## src/rtl/dmem_adapter_if.sv

```systemverilog
// Word-wide data bus between the memory-stage adapter (master) and data memory (slave).
interface dmem_adapter_if;
    logic        bus_req_valid;
    logic        bus_req_ready;
    logic [31:0] bus_addr;
    logic        bus_we;
    logic [3:0]  bus_be;
    logic [31:0] bus_wdata;
    logic        bus_resp_valid;
    logic [31:0] bus_rdata;

    modport master (
        output bus_req_valid, bus_addr, bus_we, bus_be, bus_wdata,
        input  bus_req_ready, bus_resp_valid, bus_rdata
    );

    modport slave (
        input  bus_req_valid, bus_addr, bus_we, bus_be, bus_wdata,
        output bus_req_ready, bus_resp_valid, bus_rdata
    );
endinterface

```

## src/rtl/dmem_adapter.sv

```systemverilog
// Turns byte/half/word memory-stage requests into aligned word bus accesses,
// stalls the pipeline while in flight and extends load data on completion.
module dmem_adapter (
    input  logic                  clk,
    input  logic                  rst_n,
    input  logic                  req_valid,
    input  logic [31:0]           req_addr,
    input  logic                  req_fcn,
    input  logic [2:0]            req_typ,
    input  logic [31:0]           req_data,
    output logic                  resp_valid,
    output logic [31:0]           resp_data,
    output logic                  stall,
    output logic                  misaligned,
    output logic [31:0]           stall_cycles,
    dmem_adapter_if.master        bus
);

    localparam logic [1:0] S_IDLE = 2'd0;
    localparam logic [1:0] S_REQ  = 2'd1;
    localparam logic [1:0] S_WAIT = 2'd2;
    localparam logic [1:0] S_DONE = 2'd3;

    localparam logic [2:0] T_B  = 3'd1;
    localparam logic [2:0] T_H  = 3'd2;
    localparam logic [2:0] T_BU = 3'd5;
    localparam logic [2:0] T_HU = 3'd6;

    logic [1:0]  state;
    logic [31:0] addr_q;
    logic        we_q;
    logic [2:0]  typ_q;
    logic [3:0]  be_q;
    logic [31:0] wdata_q;
    logic [31:0] resp_data_q;

    logic        in_byte;
    logic        in_half;
    logic        in_misalign;
    logic [3:0]  be_d;
    logic [31:0] wdata_d;
    logic        accept;
    logic        resp_fire;
    logic        in_req;
    logic [31:0] lane;
    logic [31:0] load_ext;

    // Unknown type codes (including MT_X) behave as full-word accesses.
    always_comb begin
        in_byte     = (req_typ == T_B) || (req_typ == T_BU);
        in_half     = (req_typ == T_H) || (req_typ == T_HU);
        be_d        = 4'b1111;
        wdata_d     = req_data;
        in_misalign = (req_addr[1:0] != 2'b00);
        if (in_byte) begin
            be_d        = 4'b0001 << req_addr[1:0];
            wdata_d     = {4{req_data[7:0]}};
            in_misalign = 1'b0;
        end else if (in_half) begin
            be_d        = req_addr[1] ? 4'b1100 : 4'b0011;
            wdata_d     = {2{req_data[15:0]}};
            in_misalign = req_addr[0];
        end
    end

    assign misaligned = (state == S_IDLE) && req_valid && in_misalign;
    assign accept     = (state == S_IDLE) && req_valid && !in_misalign;
    assign stall      = accept || (state == S_REQ) || (state == S_WAIT);
    assign resp_valid = (state == S_DONE);
    assign resp_data  = resp_data_q;

    // A response only counts in REQ when it arrives together with the handshake.
    assign resp_fire  = bus.bus_resp_valid &&
                        (((state == S_REQ) && bus.bus_req_ready) || (state == S_WAIT));

    always_comb begin
        lane = bus.bus_rdata >> {addr_q[1:0], 3'b000};
        case (typ_q)
            T_B:     load_ext = {{24{lane[7]}}, lane[7:0]};
            T_BU:    load_ext = {24'd0, lane[7:0]};
            T_H:     load_ext = {{16{lane[15]}}, lane[15:0]};
            T_HU:    load_ext = {16'd0, lane[15:0]};
            default: load_ext = lane;
        endcase
    end

    assign in_req            = (state == S_REQ);
    assign bus.bus_req_valid = in_req;
    assign bus.bus_addr      = in_req ? {addr_q[31:2], 2'b00} : 32'd0;
    assign bus.bus_we        = in_req && we_q;
    assign bus.bus_be        = in_req ? be_q : 4'd0;
    assign bus.bus_wdata     = in_req ? wdata_q : 32'd0;

    always_ff @(posedge clk) begin
        if (!rst_n) begin
            state        <= S_IDLE;
            addr_q       <= 32'd0;
            we_q         <= 1'b0;
            typ_q        <= 3'd0;
            be_q         <= 4'd0;
            wdata_q      <= 32'd0;
            resp_data_q  <= 32'd0;
            stall_cycles <= 32'd0;
        end else begin
            if (stall) begin
                stall_cycles <= stall_cycles + 32'd1;
            end
            if (resp_fire) begin
                resp_data_q <= we_q ? 32'd0 : load_ext;
            end
            case (state)
                S_IDLE: begin
                    if (accept) begin
                        addr_q  <= req_addr;
                        we_q    <= req_fcn;
                        typ_q   <= req_typ;
                        be_q    <= be_d;
                        wdata_q <= wdata_d;
                        state   <= S_REQ;
                    end
                end
                S_REQ: begin
                    if (bus.bus_req_ready) begin
                        state <= bus.bus_resp_valid ? S_DONE : S_WAIT;
                    end
                end
                S_WAIT: begin
                    if (bus.bus_resp_valid) begin
                        state <= S_DONE;
                    end
                end
                default: state <= S_IDLE;
            endcase
        end
    end

endmodule

```

## src/flat_wrapper.sv

```systemverilog
// flat-port wrapper written by rule: the top's interface ports become plain ports
module dmem_adapter_flat 
  (clk, rst_n, req_valid, req_addr, req_fcn, req_typ, req_data, resp_valid, resp_data, stall, misaligned, stall_cycles, bus_bus_req_valid, bus_bus_addr, bus_bus_we, bus_bus_be, bus_bus_wdata, bus_bus_req_ready, bus_bus_resp_valid, bus_bus_rdata);
  dmem_adapter_if bus_i ();
  input  logic clk;
  input  logic rst_n;
  input  logic req_valid;
  input  logic [31:0] req_addr;
  input  logic req_fcn;
  input  logic [2:0] req_typ;
  input  logic [31:0] req_data;
  output logic resp_valid;
  output logic [31:0] resp_data;
  output logic stall;
  output logic misaligned;
  output logic [31:0] stall_cycles;
  output wire logic [$bits(bus_i.bus_req_valid)-1:0] bus_bus_req_valid;
  output wire logic [$bits(bus_i.bus_addr)-1:0] bus_bus_addr;
  output wire logic [$bits(bus_i.bus_we)-1:0] bus_bus_we;
  output wire logic [$bits(bus_i.bus_be)-1:0] bus_bus_be;
  output wire logic [$bits(bus_i.bus_wdata)-1:0] bus_bus_wdata;
  input wire logic [$bits(bus_i.bus_req_ready)-1:0] bus_bus_req_ready;
  input wire logic [$bits(bus_i.bus_resp_valid)-1:0] bus_bus_resp_valid;
  input wire logic [$bits(bus_i.bus_rdata)-1:0] bus_bus_rdata;
  assign bus_bus_req_valid = bus_i.bus_req_valid;
  assign bus_bus_addr = bus_i.bus_addr;
  assign bus_bus_we = bus_i.bus_we;
  assign bus_bus_be = bus_i.bus_be;
  assign bus_bus_wdata = bus_i.bus_wdata;
  assign bus_i.bus_req_ready = bus_bus_req_ready;
  assign bus_i.bus_resp_valid = bus_bus_resp_valid;
  assign bus_i.bus_rdata = bus_bus_rdata;
  dmem_adapter u_core (.clk(clk), .rst_n(rst_n), .req_valid(req_valid), .req_addr(req_addr), .req_fcn(req_fcn), .req_typ(req_typ), .req_data(req_data), .resp_valid(resp_valid), .resp_data(resp_data), .stall(stall), .misaligned(misaligned), .stall_cycles(stall_cycles), .bus(bus_i));
endmodule
```

## config.mk

```make
export PLATFORM = sky130hd
export DESIGN_NAME = dmem_adapter_flat
export DESIGN_NICKNAME = d
export VERILOG_FILES = /design/src/rtl/dmem_adapter_if.sv /design/src/rtl/dmem_adapter.sv /design/src/flat_wrapper.sv
export SDC_FILE = /design/constraint.sdc
export NUM_CORES = 1
export LEC_CHECK = 0
export ABC_AREA = 1
export CELL_PAD_IN_SITES_DETAIL_PLACEMENT = 1
export CELL_PAD_IN_SITES_GLOBAL_PLACEMENT = 1
export CORE_MARGIN = 4
export CORE_UTILIZATION = 31
export DETAILED_ROUTE_END_ITERATION = 12
export PLACE_DENSITY = 0.87
export REMOVE_ABC_BUFFERS = 1
export SETUP_SLACK_MARGIN = 0.2
export SYNTH_ARGS = -nofsm -noshare
export SYNTH_HDL_FRONTEND = slang
export SYNTH_SLANG_ARGS = --single-unit
```

## constraint.sdc

```tcl
create_clock -name clk -period 2 [get_ports clk]
set_clock_uncertainty 0.15 [all_clocks]
set_input_delay 0.2 -clock clk [delete_from_list [all_inputs] [get_ports clk]]
set_output_delay 0.2 -clock clk [all_outputs]
set_load 0.05 [all_outputs]
```

==> Yosys cells after proc, flatten, opt, wreduce, memory -nomap -nowiden <==
Index checks and enable logic that the tools add are counted.
{ "totals": {"register_bits": 138, "latchBits": 0, "ramBits": 0, "romBits": 0, "inputBits": 105, "n_memories": 0} }
{ "classes": {"addsub": 1, "multipliers": 0, "n_div": 0, "magnitude_cmp": 0, "n_eq_ne": 14, "shift": 2, "mux": 17, "n_bitwise": 0, "reduce_logical": 16} }
{ "ops": {"columns": ["cell", "n"], "rows": [
  ["$mux W32", 5],
  ["$pmux W32 S4", 1],
  ["$add A32 B1 Y32 const B", 1],
  ["$shr A32 B5 Y32", 1],
  ["$mux W4", 4],
  ["$eq A3 B3 Y1 const B", 4],
  ["$eq A3 B1 Y1 const B", 2],
  ["$eq A3 B2 Y1 const B", 2],
  ["$logic_and A1 B1 Y1", 6],
  ["$mux W2", 3],
  ["$pmux W2 S3", 1],
  ["$logic_or A1 B1 Y1", 5],
  ["$eq A2 B2 Y1 const B", 2],
  ["$ne A2 B2 Y1 const B", 2],
  ["$shl A1 B2 Y4 const A", 1],
  ["$mux W1", 3],
  ["$reduce_and A3 Y1", 1],
  ["$eq A2 B1 Y1 const B", 1],
  ["$logic_not A2 Y1", 1],
  ["$ne A2 B1 Y1 const B", 1],
  ["$reduce_and A2 Y1", 1],
  ["$reduce_bool A2 Y1", 1],
  ["$logic_not A1 Y1", 1]
]} }

==> Logic depth before layout (Yosys ltp) <==
{ "depth": {"word_depth": 8, "ltp_mapped": 12} }

==> Worst setup path before layout <==
No wires, ideal clock.
{ "synth_timing": {"kind": "reg2out", "startpoint": "reg u_core.state[1]", "endpoint": "out bus_bus_addr[10]", "arrival_time_ns": 2.032, "setup_slack_ns": -0.382, "stages_incl_launch_ff": 8, "cell_sequence": "dfxtp_1 > inv_1 > ha_1 > buf_4 > clkbuf_1 > buf_1 > nand2_1 > inv_1"} }
{ "synth_between": {"elab_chain_len": 2} }
{ "synth_lines": {"columns": ["element", "line_no", "text"], "rows": [
  ["start, declared", "dmem_adapter.sv:29", "logic [1:0] state;"],
  ["start signal, assigned", "dmem_adapter.sv:124", "state <= bus.bus_resp_valid ? S_DONE : S_WAIT;"],
  ["$eq A2 B1 Y1", "dmem_adapter.sv:87", "assign in_req = (state == S_REQ);"],
  ["via bus_bus_req_valid", "flat_wrapper.sv:17", "output wire logic [$bits(bus_i.bus_req_valid)-1:0] bus_bus_req_valid;"],
  ["$mux W32", "dmem_adapter.sv:89", "assign bus.bus_addr = in_req ? {addr_q[31:2], 2'b00} : 32'd0;"],
  ["end, declared", "flat_wrapper.sv:18", "output wire logic [$bits(bus_i.bus_addr)-1:0] bus_bus_addr;"]
]} }
The timed path passes the listed nets, and every way through them passes these cells.

==> Final worst setup path <==
{ "layout_timing": {"startpoint": "reg u_core.state[1]", "endpoint": "reg u_core.wdata_q[22]"} }
{ "layout_between": {"elab_chain_len": 4} }
{ "layout_lines": {"columns": ["element", "line_no", "text"], "rows": [
  ["$logic_not A2 Y1 *", "dmem_adapter.sv:67, dmem_adapter.sv:111", null],
  ["$logic_and A1 B1 Y1 (2 in series)", "dmem_adapter.sv:67", "assign accept = (state == S_IDLE) && req_valid && !in_misalign;"],
  ["$reduce_and A2 Y1 (no line) *", null, null],
  ["end signal, assigned", "dmem_adapter.sv:118", "wdata_q <= wdata_d;"],
  ["end, declared", "dmem_adapter.sv:34", "logic [31:0] wdata_q;"]
]} }
Every way passes the cells marked *; elsewhere a longest branch is shown, timed or not.
A chain may end at the register's enable or synchronous reset.

==> run metrics <==
outcome complete, but fails checks; failing checks negative setup slack; Port Buffer Count 239; post-route DRC violation count 0; most common cell after layout, fill and taps aside nand2_1; CP max stage delay 0.36 ns; WHS 0.2472 ns; crit path max fanout 6; Max VDD drop 0.6113 mV; Yosys cell types 37; Die Span Y 162.1 um; Comb power frac 57.0%; relative slew slack 54.56%; fmax 0.4737 GHz; io pins 242; Worst path slowest cell dfxtp_2; Seq pwr share 22.8%; design area 14050 sq um; fin nets 1574; P&R area growth vs syn 90.89%; Inst Count DP 1684; gpl congestion 0.8023; CTS Root Cell clkbuf_16; period utilization 105.6%; Post-DP Area 10770 sq um; first-pass GRT wire length 49.58 mm; Power Density 1139 nW/um^2; CP endpoint kind register; R2R cell count 13; vias per inst 5.203; WP depth 13; Layout Cells excl Fill 1795; Clk pin slew, worst setup/hold paths 0.07 ns; Final Core Density 60.03%; post-synthesis sequential area ratio 37.54%; Via Count 9339; Mean Syn Cell Area 6.355 sq um; Die ar. 26270 sq um; clk buf depth 2; share of cells above drive strength 1 37.90%; CTS tree yes; CP Cell Sequence inv_4, buf_12, ha_4, nand2_4, inv_2, nand2_4, buf_6, buf_12, clkinv_16, buf_12, buf_4, buf_6, a31oi_1; Clock Power Share 20.2%; core box area 23400 sq um; cell count after synthesis 1158; sw frac 43.42%; Switch Pwr 6.950 mW; Setup violations, final 60; Initial Util 31.45%; Die W 162.1 um; Hold Path Depth 3; Worst Setup Start Kind register; overall routing resource usage 23.45%; GRT overflow 0; antenna-violating nets left 0; fin crit period 2.111 ns; WS Path Type register to register; Num CTS Buffers 17; DRT iter0 DRCs 454; Worst Path Arrival 2.29 ns; FP Rows 56; Min-Delay Path Class primary input to register; Tot Pwr 16.01 mW; H-tree levels 4; Ys Warns 0; Worst EP required 2.18 ns; mapped cell area 7360 sq um; largest net degree at the start of global routing 52; Internal 9.056 mW; post-place setup slack -0.07981 ns; flop and latch count out of synthesis 138; DR pass1 iterations 4; final setup TNS -2.657 ns; Crit path buffers/inverters 9; most used cell, CP buf_12; antenna violations before repair 2; P_leak 6.437 nW; commonest cells after routing, fill and taps aside nand2_1 (282), dfxtp_1 (130), clkdlybuf4s50_1 (103); pin slew with the least headroom to its limit 0.6816 ns; vias in the first global route 9349; Max Slew Vio Count 0; clock latency on the worst-skew pair 0.43 ns; Worst Setup Slack, final -0.1112 ns; max-capacitance violation count 0; CTS Sinks 138; WL final 38.71 mm; Final Hold Fails 0; crit-path leading delay family buffers and inverters; Avg WL per Cell 21.56 um; RSZ-0062 raised after global routing true; dpl hpwl 20.36 mm
-- power by group through the flow --
stage	Combinational, mW	Sequential [mW]	Clock, mW
3_3_place_gp	5.08	3.44	0
2_1_floorplan	2.42	3.84	0
6_report	9.12	3.65	3.23
4_1_cts	6.71	3.48	3.21
5_1_grt	9.54	3.69	3.39
3_5_place_dp	5.21	3.46	0
-- routing by layer --
metal | global-route usage (%) | routed length, um | up-vias
li1 | - | - | 4276
met2 | 42.79 | 20520 | 367
met5 | 0 | 26 | -
met4 | 7.459 | 1352 | 4
met1 | 26.07 | 14390 | 4589
met3 | 7.105 | 2417 | 103
-- logic make-up (layout without fill, tap and decap cells) --
group,after synthesis,in the layout,synth area share (%)
AOI/OAI and AO/OA,212,212,15.08
buffers and inverters,191,507,11.61
other,1,3,0.05095
adders and majority gates,7,7,1.190
and+or+nand+nor,604,604,33.93
DFF,138,138,37.54
xor gates and xnor gates,5,5,0.5951
-- final cells by class --
type / instances / area (sq um)
inverters: 121 / 636.9
flip-flops and latches: 138 / 2778
clock buffers: 18 / 439.2
fillers: 2684 / 9354
repair buffers: 354 / 4687
well taps: 319 / 399.1
multi-input cells: 830 / 4969
diodes: 1 / 2.502
clock inverters: 14 / 137.6
-- state kept, by name, summed over array words and instances (netlist names) --
name and flops:
u_core.addr_q 32, u_core.resp_data 32, u_core.state 2, u_core.we_q 1, u_core.typ_q 3, u_core.wdata_q 32, u_core.be_q 4, u_core.stall_cycles 32
-- final timing paths --
| check | startpoint | to | slack (ns) |
|---|---|---|---|
| worst min register to register | u_core.resp_data[4] | u_core.resp_data[4] | 0.31 |
| worst max-delay path | u_core.state[1] | u_core.wdata_q[22] | -0.11 |
| worst min-delay path | req_addr[9] | u_core.addr_q[9] | 0.25 |
| worst max register to register | u_core.state[1] | u_core.wdata_q[22] | -0.11 |
-- worst reg2reg max path, cell delays in order (launching register included) --
cell	delay, ns
dfxtp_2	0.36
inv_4	0.05
buf_12	0.12
ha_4	0.16
nand2_4	0.07
inv_2	0.05
nand2_4	0.09
buf_6	0.11
buf_12	0.15
clkinv_16	0.08
buf_12	0.14
buf_4	0.13
buf_6	0.13
a31oi_1	0.23
-- synth_stat cells --
cell | n | area share [%]
ha_1 | 7 | 1.2
a21oi_1 | 98 | 6.7
buf_2 | 18 | 1.2
o211ai_1 | 7 | 0.71
dfxtp_1 | 138 | 38
nand2_2 | 4 | 0.34
clkinv_1 | 1 | 0.051
o21bai_1 | 1 | 0.10
a21oi_2 | 3 | 0.36
nor3_1 | 4 | 0.27
nand2_4 | 2 | 0.31
inv_4 | 1 | 0.085
nor3_2 | 3 | 0.41
xnor2_1 | 2 | 0.24
buf_4 | 14 | 1.4
nand3b_1 | 1 | 0.10
nand3_2 | 1 | 0.14
xor2_1 | 3 | 0.36
nor2_4 | 3 | 0.46
buf_1 | 7 | 0.36
nor2_1 | 156 | 8.0
inv_2 | 7 | 0.36
conb_1 | 1 | 0.051
buf_6 | 8 | 1.2
nand4_1 | 11 | 0.94
nor2_2 | 4 | 0.34
o21ai_0 | 86 | 5.8
nor3_4 | 1 | 0.22
nor2_8 | 1 | 0.27
clkbuf_1 | 23 | 1.2
o22ai_1 | 1 | 0.085
nand2_1 | 350 | 18
and3_1 | 3 | 0.26
nand3_1 | 60 | 4.1
inv_1 | 112 | 5.7
a31oi_1 | 13 | 1.1
o21ai_1 | 3 | 0.20
-- what timing repair did --
item,4_1_cts,5_1_grt
buffers inserted,19,35
resized for setup,268,369
hold buffers,1,0
pin swaps,42,71
endpoints found under the setup margin,224,198
cloned,8,15
hold endpoints to repair,1,0
(Power assumes the default switching activity.)
